**src/rtl/pixel_write_arbiter_if.sv**
```systemverilog
// Pixel-write arbitration bus: three packed requester job slots plus the
// shared vga_adapter pixel port and the grant/ack handshake.
interface pixel_write_arbiter_if #(
   parameter int LEN_W = 6
);
   logic [2:0]         req;
   logic [23:0]        req_x;
   logic [20:0]        req_y;
   logic [3*LEN_W-1:0] req_len;
   logic [26:0]        req_colour;
   logic [2:0]         grant;
   logic [2:0]         ack;
   logic               busy;
   logic [7:0]         x;
   logic [6:0]         y;
   logic [8:0]         colour;
   logic               plot;

   modport master (
      output req, req_x, req_y, req_len, req_colour,
      input  grant, ack, busy, x, y, colour, plot
   );

   modport slave (
      input  req, req_x, req_y, req_len, req_colour,
      output grant, ack, busy, x, y, colour, plot
   );
endinterface

```
**src/rtl/pixel_write_arbiter.sv**
```systemverilog
// Round-robin arbiter that streams one vertical-run job at a time onto the
// single vga_adapter pixel port, one pixel per clock, with a one-cycle ack.
module pixel_write_arbiter #(
   parameter int X_MAX = 160,
   parameter int Y_MAX = 120,
   parameter int LEN_W = 6
) (
   input logic                 clock,
   input logic                 resetn,
   pixel_write_arbiter_if.slave bus
);
   typedef enum logic [1:0] {IDLE, DRAW, DONE} state_t;

   localparam logic [7:0] X_LIM = 8'(X_MAX);
   localparam logic [7:0] Y_LIM = 8'(Y_MAX);

   state_t             state_q, state_d;
   logic [1:0]         last_q, last_d;
   logic [1:0]         gidx_q, gidx_d;
   logic [7:0]         lx_q, lx_d;
   logic [6:0]         ly_q, ly_d;
   logic [LEN_W-1:0]   len_q, len_d;
   logic [LEN_W-1:0]   cnt_q, cnt_d;
   logic [8:0]         lcol_q, lcol_d;
   logic [2:0]         grant_q, grant_d;
   logic [2:0]         ack_q, ack_d;
   logic               busy_q, busy_d;
   logic [7:0]         x_q, x_d;
   logic [6:0]         y_q, y_d;
   logic [8:0]         colour_q, colour_d;
   logic               plot_q, plot_d;

   logic [1:0]         pick, cand;
   logic               found;
   logic [7:0]         row_sum;

   // Search upward from the last winner so the most recent owner goes last.
   always_comb begin
      pick  = 2'd0;
      cand  = 2'd0;
      found = 1'b0;
      for (int k = 1; k <= 3; k++) begin
         cand = 2'((int'(last_q) + k) % 3);
         if (!found && bus.req[cand]) begin
            found = 1'b1;
            pick  = cand;
         end
      end
   end

   // Eight bits so rows past 127 still compare as off-screen before the wrap.
   assign row_sum = {1'b0, ly_q} + 8'(cnt_q);

   always_comb begin
      // NOTE: every output of this block gets a default first; a path that
      // leaves one unassigned would infer a latch.
      state_d  = state_q;
      last_d   = last_q;
      gidx_d   = gidx_q;
      lx_d     = lx_q;
      ly_d     = ly_q;
      len_d    = len_q;
      cnt_d    = cnt_q;
      lcol_d   = lcol_q;
      grant_d  = grant_q;
      ack_d    = 3'b000;
      busy_d   = busy_q;
      x_d      = x_q;
      y_d      = y_q;
      colour_d = colour_q;
      plot_d   = 1'b0;
      case (state_q)
         IDLE: begin
            if (found) begin
               gidx_d  = pick;
               grant_d = 3'b001 << pick;
               busy_d  = 1'b1;
               lx_d    = bus.req_x[8*int'(pick) +: 8];
               ly_d    = bus.req_y[7*int'(pick) +: 7];
               len_d   = bus.req_len[LEN_W*int'(pick) +: LEN_W];
               lcol_d  = bus.req_colour[9*int'(pick) +: 9];
               cnt_d   = '0;
               state_d = (bus.req_len[LEN_W*int'(pick) +: LEN_W] != '0) ? DRAW : DONE;
            end
         end
         DRAW: begin
            x_d      = lx_q;
            y_d      = row_sum[6:0];
            colour_d = lcol_q;
            plot_d   = (lx_q < X_LIM) && (row_sum < Y_LIM);
            cnt_d    = cnt_q + LEN_W'(1);
            if (cnt_q == len_q - LEN_W'(1)) state_d = DONE;
         end
         DONE: begin
            ack_d   = grant_q;
            grant_d = 3'b000;
            busy_d  = 1'b0;
            last_d  = gidx_q;
            state_d = IDLE;
         end
         default: state_d = IDLE;
      endcase
   end

   // NOTE: state registers use non-blocking assignments so every flop samples
   // the pre-edge value of its neighbours, independent of statement order.
   always_ff @(posedge clock or negedge resetn) begin
      if (!resetn) begin
         state_q  <= IDLE;
         last_q   <= 2'd2;
         gidx_q   <= 2'd0;
         lx_q     <= '0;
         ly_q     <= '0;
         len_q    <= '0;
         cnt_q    <= '0;
         lcol_q   <= '0;
         grant_q  <= '0;
         ack_q    <= '0;
         busy_q   <= 1'b0;
         x_q      <= '0;
         y_q      <= '0;
         colour_q <= '0;
         plot_q   <= 1'b0;
      end else begin
         state_q  <= state_d;
         last_q   <= last_d;
         gidx_q   <= gidx_d;
         lx_q     <= lx_d;
         ly_q     <= ly_d;
         len_q    <= len_d;
         cnt_q    <= cnt_d;
         lcol_q   <= lcol_d;
         grant_q  <= grant_d;
         ack_q    <= ack_d;
         busy_q   <= busy_d;
         x_q      <= x_d;
         y_q      <= y_d;
         colour_q <= colour_d;
         plot_q   <= plot_d;
      end
   end

   assign bus.grant  = grant_q;
   assign bus.ack    = ack_q;
   assign bus.busy   = busy_q;
   assign bus.x      = x_q;
   assign bus.y      = y_q;
   assign bus.colour = colour_q;
   assign bus.plot   = plot_q;
endmodule
```
**src/flat_wrapper.sv**
```systemverilog
// flat-port wrapper written by rule: the top's interface ports become plain ports
module pixel_write_arbiter_flat 
#(
   parameter int X_MAX = 160,
   parameter int Y_MAX = 120,
   parameter int LEN_W = 6
)
  (clock, resetn, bus_req, bus_req_x, bus_req_y, bus_req_len, bus_req_colour, bus_grant, bus_ack, bus_busy, bus_x, bus_y, bus_colour, bus_plot);
  pixel_write_arbiter_if #(.LEN_W(LEN_W)) bus_i ();
  input logic clock;
  input logic resetn;
  input wire logic [$bits(bus_i.req)-1:0] bus_req;
  input wire logic [$bits(bus_i.req_x)-1:0] bus_req_x;
  input wire logic [$bits(bus_i.req_y)-1:0] bus_req_y;
  input wire logic [$bits(bus_i.req_len)-1:0] bus_req_len;
  input wire logic [$bits(bus_i.req_colour)-1:0] bus_req_colour;
  output wire logic [$bits(bus_i.grant)-1:0] bus_grant;
  output wire logic [$bits(bus_i.ack)-1:0] bus_ack;
  output wire logic [$bits(bus_i.busy)-1:0] bus_busy;
  output wire logic [$bits(bus_i.x)-1:0] bus_x;
  output wire logic [$bits(bus_i.y)-1:0] bus_y;
  output wire logic [$bits(bus_i.colour)-1:0] bus_colour;
  output wire logic [$bits(bus_i.plot)-1:0] bus_plot;
  assign bus_i.req = bus_req;
  assign bus_i.req_x = bus_req_x;
  assign bus_i.req_y = bus_req_y;
  assign bus_i.req_len = bus_req_len;
  assign bus_i.req_colour = bus_req_colour;
  assign bus_grant = bus_i.grant;
  assign bus_ack = bus_i.ack;
  assign bus_busy = bus_i.busy;
  assign bus_x = bus_i.x;
  assign bus_y = bus_i.y;
  assign bus_colour = bus_i.colour;
  assign bus_plot = bus_i.plot;
  pixel_write_arbiter #(.X_MAX(X_MAX), .Y_MAX(Y_MAX), .LEN_W(LEN_W)) u_core (.clock(clock), .resetn(resetn), .bus(bus_i));
endmodule
```
**config.mk**
```make
export PLATFORM = sky130hd
export DESIGN_NAME = pixel_write_arbiter_flat
export DESIGN_NICKNAME = d
export VERILOG_FILES = /design/src/rtl/pixel_write_arbiter_if.sv /design/src/rtl/pixel_write_arbiter.sv /design/src/flat_wrapper.sv
export SDC_FILE = /design/constraint.sdc
export NUM_CORES = 1
export LEC_CHECK = 0
export BUFFER_PORTS_ARGS = -buffer_cell sky130_fd_sc_hd__buf_4
export CAP_MARGIN = 20
export CORE_MARGIN = 2
export CORE_UTILIZATION = 40
export DETAILED_ROUTE_END_ITERATION = 8
export HOLD_SLACK_MARGIN = 0.12
export PLACE_DENSITY = 0.68
export SLEW_MARGIN = 15
export SYNTH_ARGS = -nofsm -noshare
export SYNTH_HDL_FRONTEND = slang
export SYNTH_SLANG_ARGS = --single-unit
```
**constraint.sdc**
```tcl
create_clock -name clock -period 4.6 [get_ports clock]
set_clock_uncertainty 0.1 [all_clocks]
set_input_delay 0.69 -clock clock [delete_from_list [all_inputs] [get_ports clock]]
set_output_delay 0.69 -clock clock [all_outputs]
set_load 0.02 [all_outputs]
```
# Yosys cells after proc, flatten, opt, wreduce, memory -nomap -nowiden
# Cells that the tools add are included.
# totals
register_bits,74
input_bits,95
out_inout_bits,32
# classes
n_addsub,6
n_mul,3
div_mod_pow,3
order_cmp,5
eq_ne,5
shift,5
n_mux,24
reduce_logical,13
# op_table
operator,count
$mod A32 B3 Y32 const B,3
$shiftx A18 B32 Y6,1
$shiftx A21 B32 Y7,1
$shiftx A27 B32 Y9,1
$shiftx A24 B6 Y8,1
$mux W2,6
$pmux W6 S2,1
$lt A2 B3 Y1 const B,3
$add A7 B6 Y8,1
$lt A8 B7 Y1 const B,1
$lt A8 B8 Y1 const B,1
$mux W1,8
$reduce_and A2 Y1,4
$add A2 B2 Y3 const B,2
$add A6 B1 Y6 const B,1
$bmux W1 S2,3
$eq A6 B6 Y1,1
$mul A4 B2 Y6 const A,1
$mux W3,2
$mux W6,1
$pmux W3 S2,1
$reduce_bool A6 Y1,1
$sub A6 B1 Y6 const B,1
$mul A3 B2 Y5 const A,1
other kinds (12),17

# Logic depth before layout (Yosys ltp)
# Gate-level depths: netlist of the first run.
# depth
word_depth,17
depth_mapped,12
ltp_nobuf,10

# Least setup slack after synthesis of the first run
# Ideal clock, no wire load.
# synth_timing
kind,register to register
startpoint,register u_core.last_q[1]
endpoint,register u_core.state_q[1]
arrival_time_ns,2.562
t_required_ns,4.434
path_slack_ns,1.872
path_stages_with_launch,9
path_buffers,1
period_less_slack_ns,2.728
cell_sequence,dfstp_2 > ha_1 > buf_6 > mux2_4 > a211o_1 > o31a_1 > or3_1 > a221oi_2 > a32o_2
# synth_via
elab_chain_len,17
word_cells_on_any_way,30
# synth_rtl
item,line_no,rtl
from (decl),pixel_write_arbiter.sv:18,"logic [1:0] last_q, last_d;"
from (signal assigned),pixel_write_arbiter.sv:126,last_q <= last_d;
$add A2 B1 Y3,pixel_write_arbiter.sv:43,cand = 2'((int'(last_q) + k) % 3);
$mod A32 B3 Y32,pixel_write_arbiter.sv:43,
$bmux W1 S2,pixel_write_arbiter.sv:44,if (!found && bus.req[cand]) begin
$mux W1 (not written as such),pixel_write_arbiter.sv:44,
$mux W1,pixel_write_arbiter.sv:44,
$logic_not A1 Y1,pixel_write_arbiter.sv:44,
$logic_and A1 B1 Y1,pixel_write_arbiter.sv:44,
$mux W1,pixel_write_arbiter.sv:44,
$logic_not A1 Y1,pixel_write_arbiter.sv:44,
$logic_and A1 B1 Y1,pixel_write_arbiter.sv:44,
$mux W2,pixel_write_arbiter.sv:44,
$mul A2 B2 Y4,pixel_write_arbiter.sv:83,state_d = (bus.req_len[LEN_W*int'(pick) +: LEN_W] != '0) ? DRAW : DONE;
$shiftx A18 B32 Y6,pixel_write_arbiter.sv:83,
$reduce_bool A6 Y1,pixel_write_arbiter.sv:83,
$mux W2,pixel_write_arbiter.sv:83,
$mux W2,pixel_write_arbiter.sv:74,if (found) begin
$pmux W2 S2,pixel_write_arbiter.sv:72,case (state_q)
to (signal assigned),pixel_write_arbiter.sv:125,state_q <= state_d;
to (decl),pixel_write_arbiter.sv:17,"state_t state_q, state_d;"
# Several ways; a longest one is shown, not always the timed one. The select of a mux whose other input is x is not followed.
# A chain may end at the register's enable or synchronous reset.

# Worst setup path after layout of the first run
# layout_timing
startpoint,register u_core.last_q[0]
endpoint,register u_core.state_q[1]
# Same word-level chain as after synthesis.

==> results of run 1 <==
## power groups by stage
stage / combinational [mW] / clock (mW) / sequential, mW
after global placement: 2.09 / 0 / 1.18
after CTS: 2.16 / 0.518 / 1.18
after detailed placement: 2.15 / 0 / 1.19
after global routing: 2.38 / 0.547 / 1.23
after floorplan: 1.52 / 0 / 1.28
final: 2.14 / 0.508 / 1.18
## stage by stage
step | setup WS, ns | cell area (um^2) | cells
6_report | 1.21 | 5430 | 705
3_3_place_gp | 1.33 | 5240 | 689
3_5_place_dp | 1.23 | 5240 | 689
4_1_cts | 1.18 | 5430 | 705
5_1_grt | 0.848 | 5430 | 705
2_1_floorplan | 1.87 | 4260 | 449
## flip-flops by register name, summed over array words and instances, names as in the netlist
name and cells:
u_core.bus.colour 9, u_core.bus.x 8, u_core.bus.busy 1, u_core.bus.grant 3, u_core.bus.plot 1, u_core.lcol_q 9, u_core.state_q 2, u_core.bus.y 7
u_core.cnt_q 6, u_core.last_q 2, u_core.lx_q 8, u_core.bus.ack 3, u_core.gidx_q 2, u_core.ly_q 7, u_core.len_q 6
## final cells by class
type,count,area (um^2)
Sequential cell,74,1850
Tap cell,136,170
Inverter,12,45.0
Clock buffer,10,128
Multi-Input combinational cell,337,2190
Fill cell,967,4900
Timing Repair Buffer,130,976
Clock inverter,6,65.1
## kinds of logic (layout without fill, tap and decap cells)
kind of cell | Yosys count | after routing | synth area share [%]
adder cells (fa/ha/maj) | 13 | 13 | 3.99
buffers and inverters | 38 | 158 | 5.20
multiplexers | 35 | 35 | 8.90
AND/OR/NAND/NOR | 154 | 154 | 16.3
AO/OA/AOI/OAI | 123 | 123 | 19.6
flip-flops | 74 | 74 | 43.5
XOR/XNOR | 12 | 12 | 2.47
## routing by layer
layer | GRT usage [%] | up-vias
li1 | - | 1811
met1 | 25.6 | 1722
met2 | 29.5 | 103
met3 | 2.61 | 23
met4 | 7.98 | 0
met5 | 0 | -
## placed cells by master (no fill, tap or decap), drive strengths merged, types with 2 or more instances in the layout
cell type  count
and3           2
a31oi          8
clkbuf        10
a311oi         3
dfrtp         73
mux2i         28
nand2         78
nor2b          4
o21bai         2
nor2          39
o31ai          3
buf          130
a21oi         11
o211ai         2
clkinv         3
mux2           7
nor3           3
inv           13
nand4          4
xor2           5
and3b          3
and2b          3
ha            12
and2           3
a21o          28
nand2b         4
o21ai         30
a211oi        25
xnor2          7
nand3          7
o21a           3
## worst register-to-register path: stages, from the launching register on
cell and delay, ns:
dfrtp_1 0.39, inv_1 0.08, ha_1 0.42, and3b_2 0.28
a31oi_1 0.23, a22oi_2 0.22, nor2_8 0.57, mux2_2 0.47
a221oi_2 0.34, a32o_2 0.23
## worst min-delay path by stage
stage	endpoint	slack, ns	cells past startpoint	startpoint
2_1_floorplan	u_core.bus.ack[0]$_DFF_PN0_	0.29	0	resetn
3_3_place_gp	u_core.bus.colour[0]$_DFFE_PN0P_	0.35	2	u_core.lcol_q[0]$_DFFE_PN0P_
3_5_place_dp	u_core.bus.x[2]$_DFFE_PN0P_	0.36	2	u_core.lx_q[2]$_DFFE_PN0P_
4_1_cts	u_core.bus.colour[8]$_DFFE_PN0P_	0.37	2	u_core.lcol_q[8]$_DFFE_PN0P_
5_1_grt	u_core.lx_q[3]$_DFFE_PN0P_	0.40	1	u_core.lx_q[3]$_DFFE_PN0P_
6_report	u_core.bus.x[4]$_DFFE_PN0P_	0.35	1	resetn
==> flow_summary.toml, run 1 <==
[status]
status = "finished, final reports clean"

[floorplanning]
start_util_pct = 41.3
rows = 37
io_pins = 127
fp.coreArea_um2 = 10300
dieArea_um2 = 11500
die_width_um = 107
die_y_um = 107

[detailed_routing]
firstDrtPassIters = 4
wl_met2_mm = 4.97
drt_wl_total_mm = 10.5
wl_met3_um = 438
wl_met1_mm = 4.79
drc = 0
postRouteAntennaNets = 0
num_vias = 3659
drt_iter0_markers = 169
top_layer_used = "met4"
via_per_inst = 5.19
wl_per_cell_um = 14.9

[placement]
hpwl_mm = 7.59
place_congestion = 0.875
io_buffers = 126

[clocking]
cts.root.buffer_cell = "clkbuf_8"
htree_levels = 3
cts_sinks = 74
clock_latency_ns = 0.35
cts-resized-gates = 0
postCtsSetupRepairBufs = 0
clock_path_buffers = 2
cts-hold-fix-buffers = 0
numCtsBuffers = 9
cts_tree = "done"
path_clk_slew_ns = 0.09

[power]
power_density_nw_per_um2 = 706
total_power_mw = 3.83
p_leak_nw = 2.79
ir_worst_vdd_mv = 0.446
sw_frac_of_total_pct = 44.1
seq_power_share_pct = 30.9
power_switching_mw = 1.69
power_frac_clock_pct = 13.2
p_int_mw = 2.14
p_comb_share_pct = 55.9

[timing]
min_period_ns = 3.39
maxSlewHeadroom_pct = 33.8
max_freq_mhz = 295
hold_slack_ns = 0.354
setup_viol = 0
drv_slew = 0
rsz0062_at_grt = "no"
tightest_slew_ns = 0.993
final.setup.tns_ns = 0
finalHoldViolCount = 0
post-route-period-util_pct = 73.8

[layout]
fin_nets = 672
drive_above_1_share_pct = 29.5
final_util_pct = 52.6
syn_to_final_growth_pct = 27.4
antenna_cells = 0

[global_routing]
grt_pass1_wl_mm = 17.3
grt_pass1_vias = 3636
antenna_found_initial = 0
grt_max_degree = 75
gr-total-overflow = 0
grt_usage_pct = 18.7

[synth]
yosysTopAreaCell = "dfrtp_1"
ys_types = 53
synth.most_common_cell = "nand2_1"
synth_area_per_cell_um2 = 9.49
syn-num-nets = 557
yosysSeqAreaShare_pct = 43.5
syn_area_um2 = 4260
syn-instance-count = 449
ys.flop_type = "dfrtp_1"
synthTopCellsByArea = "dfrtp_1, nand2_1, mux2i_1"
async_flop_share_pct = 100
synth_warnings = 0
synth_common_cells = "nand2_1, dfrtp_1, nor2_1"
synth_seq_cells = 74
yosysTopAreaCellShare_pct = 42.9
synth_edf_count = 0

[run]
maxCapViolCount = 0

[setup_path]
slowest_stage = "nor2_8"
cp-endpoint = "u_core.state_q[1]$_DFFE_PN0P_"
critPathLaunchType = "flop"
critPathRequiredTime_ns = 4.78
path_cells = "inv_1 -> ha_1 -> and3b_2 -> a31oi_1 -> a22oi_2 -> nor2_8 -> mux2_2 -> a221oi_2 -> a32o_2"
cp-end-kind = "flop"
arrival_ns = 3.57
reg2reg_depth = 9
crit_fanout = 28
reg2reg_slack_ns = 1.21
slowest_delay_ns = 0.57
r2r_start = "u_core.last_q[0]$_DFFE_PN0P_"
cp.buffers_inverters = 1
path_class = "reg2reg"
crit_cells = 9
crit_family = "compound AO/OA/AOI/OAI gates"
r2r-end = "u_core.state_q[1]$_DFFE_PN0P_"
startpoint = "u_core.last_q[0]$_DFFE_PN0P_"

[hold_path]
holdCritPathClass = "in2async"
No activity file was read; power rests on OpenSTA's default activity.
==> inputs of run 2 (changes only) <==
==> constraint.sdc (replaced) <==
create_clock -name clock -period 3.3 [get_ports clock]
set_clock_uncertainty 0.1 [all_clocks]
set_input_delay 0.495 -clock clock [delete_from_list [all_inputs] [get_ports clock]]
set_output_delay 0.495 -clock clock [all_outputs]
set_load 0.02 [all_outputs]
==> run 2 against run 1 <==
Largest power group unchanged. Sequential power up 39%. Final area increased by 0.69%. Core utilization is 0.36 points higher.
==> flow_summary.toml, run 2 (synthesis results as in run 1) <==
[status]
status = "finished, final reports clean"

[global_routing]
grt_usage_pct = 18.6
gr-total-overflow = 0
antenna_found_initial = 0
grt_pass1_vias = 3542
grt_max_degree = 75
grt_pass1_wl_mm = 16.9

[timing]
post-route-period-util_pct = 93.2
finalHoldViolCount = 0
tightest_slew_ns = 0.927
drv_slew = 0
setup_viol = 0
min_period_ns = 3.08
rsz0062_at_grt = "no"
max_freq_mhz = 325
setup_ws_ns = 0.225
final.setup.tns_ns = 0
maxSlewHeadroom_pct = 38.2

[clocking]
cts_sinks = 74
cts.root.buffer_cell = "clkbuf_8"
clock_path_buffers = 2
cts-resized-gates = 0
cts-hold-fix-buffers = 0
clock_latency_ns = 0.35
cts_tree = "done"
postCtsSetupRepairBufs = 0
htree_levels = 3
numCtsBuffers = 9
path_clk_slew_ns = 0.09

[power]
ir_worst_vdd_mv = 0.583
sw_frac_of_total_pct = 43.6
p_comb_share_pct = 55.8
power_switching_mw = 2.34
power_density_nw_per_um2 = 984
p_leak_nw = 2.81
seq_power_share_pct = 30.5
p_int_mw = 3.03
power_frac_clock_pct = 13.7

[setup_path]
critPathLaunchType = "flop"
path_class = "reg2reg"
startpoint = "u_core.last_q[0]$_DFFE_PN0P_"
critPathRequiredTime_ns = 3.44
cp-end-kind = "flop"
reg2reg_slack_ns = 0.22
arrival_ns = 3.21
r2r_start = "u_core.last_q[0]$_DFFE_PN0P_"
path_cells = "inv_1 -> ha_1 -> and3b_2 -> a31oi_1 -> a22oi_2 -> nor2_8 -> buf_4 -> mux2i_1 -> a211oi_1 -> a21o_1"
crit_fanout = 21
slowest_delay_ns = 0.42
crit_family = "compound AO/OA/AOI/OAI gates"
slowest_stage = "ha_1"
cp.buffers_inverters = 2

[floorplanning]
io_pins = 127
die_width_um = 107
rows = 37
fp.coreArea_um2 = 10300
dieArea_um2 = 11500
start_util_pct = 41.3
die_y_um = 107

[layout]
design_area_um2 = 5470
fin_nets = 673
final_common_cell = "buf_4"
antenna_cells = 0
drive_above_1_share_pct = 29.8
final_util_pct = 52.9
layout.cells.non_filler = 706
syn_to_final_growth_pct = 28.2
layout_common_cells = "buf_4, nand2_1, dfrtp_1"

[placement]
place_ws_ns = 0.236
place_area_um2 = 5260
io_buffers = 126
place_congestion = 0.877
placed_cells = 690
hpwl_mm = 7.64

[hold_path]
holdCritPathClass = "in2async"

[detailed_routing]
drt_wl_total_mm = 10.3
drc = 0
num_vias = 3607
wl_per_cell_um = 14.6
firstDrtPassIters = 4
via_per_inst = 5.11
postRouteAntennaNets = 0
drt_iter0_markers = 210

[run]
maxCapViolCount = 0
[run 2: cell types whose count changed in the layout (fill, tap and decap cells not counted)]
cell and delta:
inv_6 +1, clkinv_4 +1, buf_12 +1, clkbuf_1 -1
clkbuf_8 +1, clkinv_2 -2
[run 2: cell type report]
| type | count | area [um^2] |
|---|---|---|
| clock inverter | 6 | 72.6 |
| inverter | 12 | 45.0 |
| sequential | 74 | 1850 |
| clock buffer | 10 | 138 |
| tap | 136 | 170 |
| multi-input combinational | 337 | 2190 |
| fill | 943 | 4860 |
| timing repair buffer | 131 | 996 |
[run 2: worst register-to-register path: cells and delay by family, from the launching register on]
family / cells / cell delay, ns
compound gates: 4 / 0.76
simple gates: 2 / 0.57
buf+inv: 2 / 0.46
fa+ha+maj: 1 / 0.42
flops: 1 / 0.38
mux: 1 / 0.26
[run 2: worst paths after layout]
path | to | cells past startpoint
max in group asynchronous | u_core.bus.y[6]$_DFFE_PN0P_ | 1
max reg2reg | u_core.lx_q[6]$_DFFE_PN0P_ | 10
max | u_core.lx_q[6]$_DFFE_PN0P_ | 10
min | u_core.lx_q[4]$_DFFE_PN0P_ | 1
min in group clock | u_core.bus.colour[6]$_DFFE_PN0P_ | 2
min reg2reg | u_core.bus.colour[6]$_DFFE_PN0P_ | 2
[run 2: power by group through the flow]
stage	registers (mW)	logic [mW]	clock network, mW
after floorplan	1.79	2.12	0
after global placement	1.64	2.93	0
after detailed placement	1.66	3.02	0
after CTS	1.64	3.04	0.764
after global routing	1.70	3.34	0.811
final	1.64	3.00	0.737
[run 2: routing by layer]
metal	routed length [um]	part of all wire, %	global-route usage, %
met5	0	0	0
met4	43	0.42	5.75
met1	4670	45	24.5
met3	435	4.2	3.83
met2	5160	50	30.6
[run 2: through the flow]
stage | power, mW | hold WS, ns
final | 5.38 | 0.168
after global routing | 5.85 | 0.225
after CTS | 5.44 | 0.200
after detailed placement | 4.68 | 0.357
after global placement | 4.58 | 0.347
after floorplan | 3.91 | 0.0994
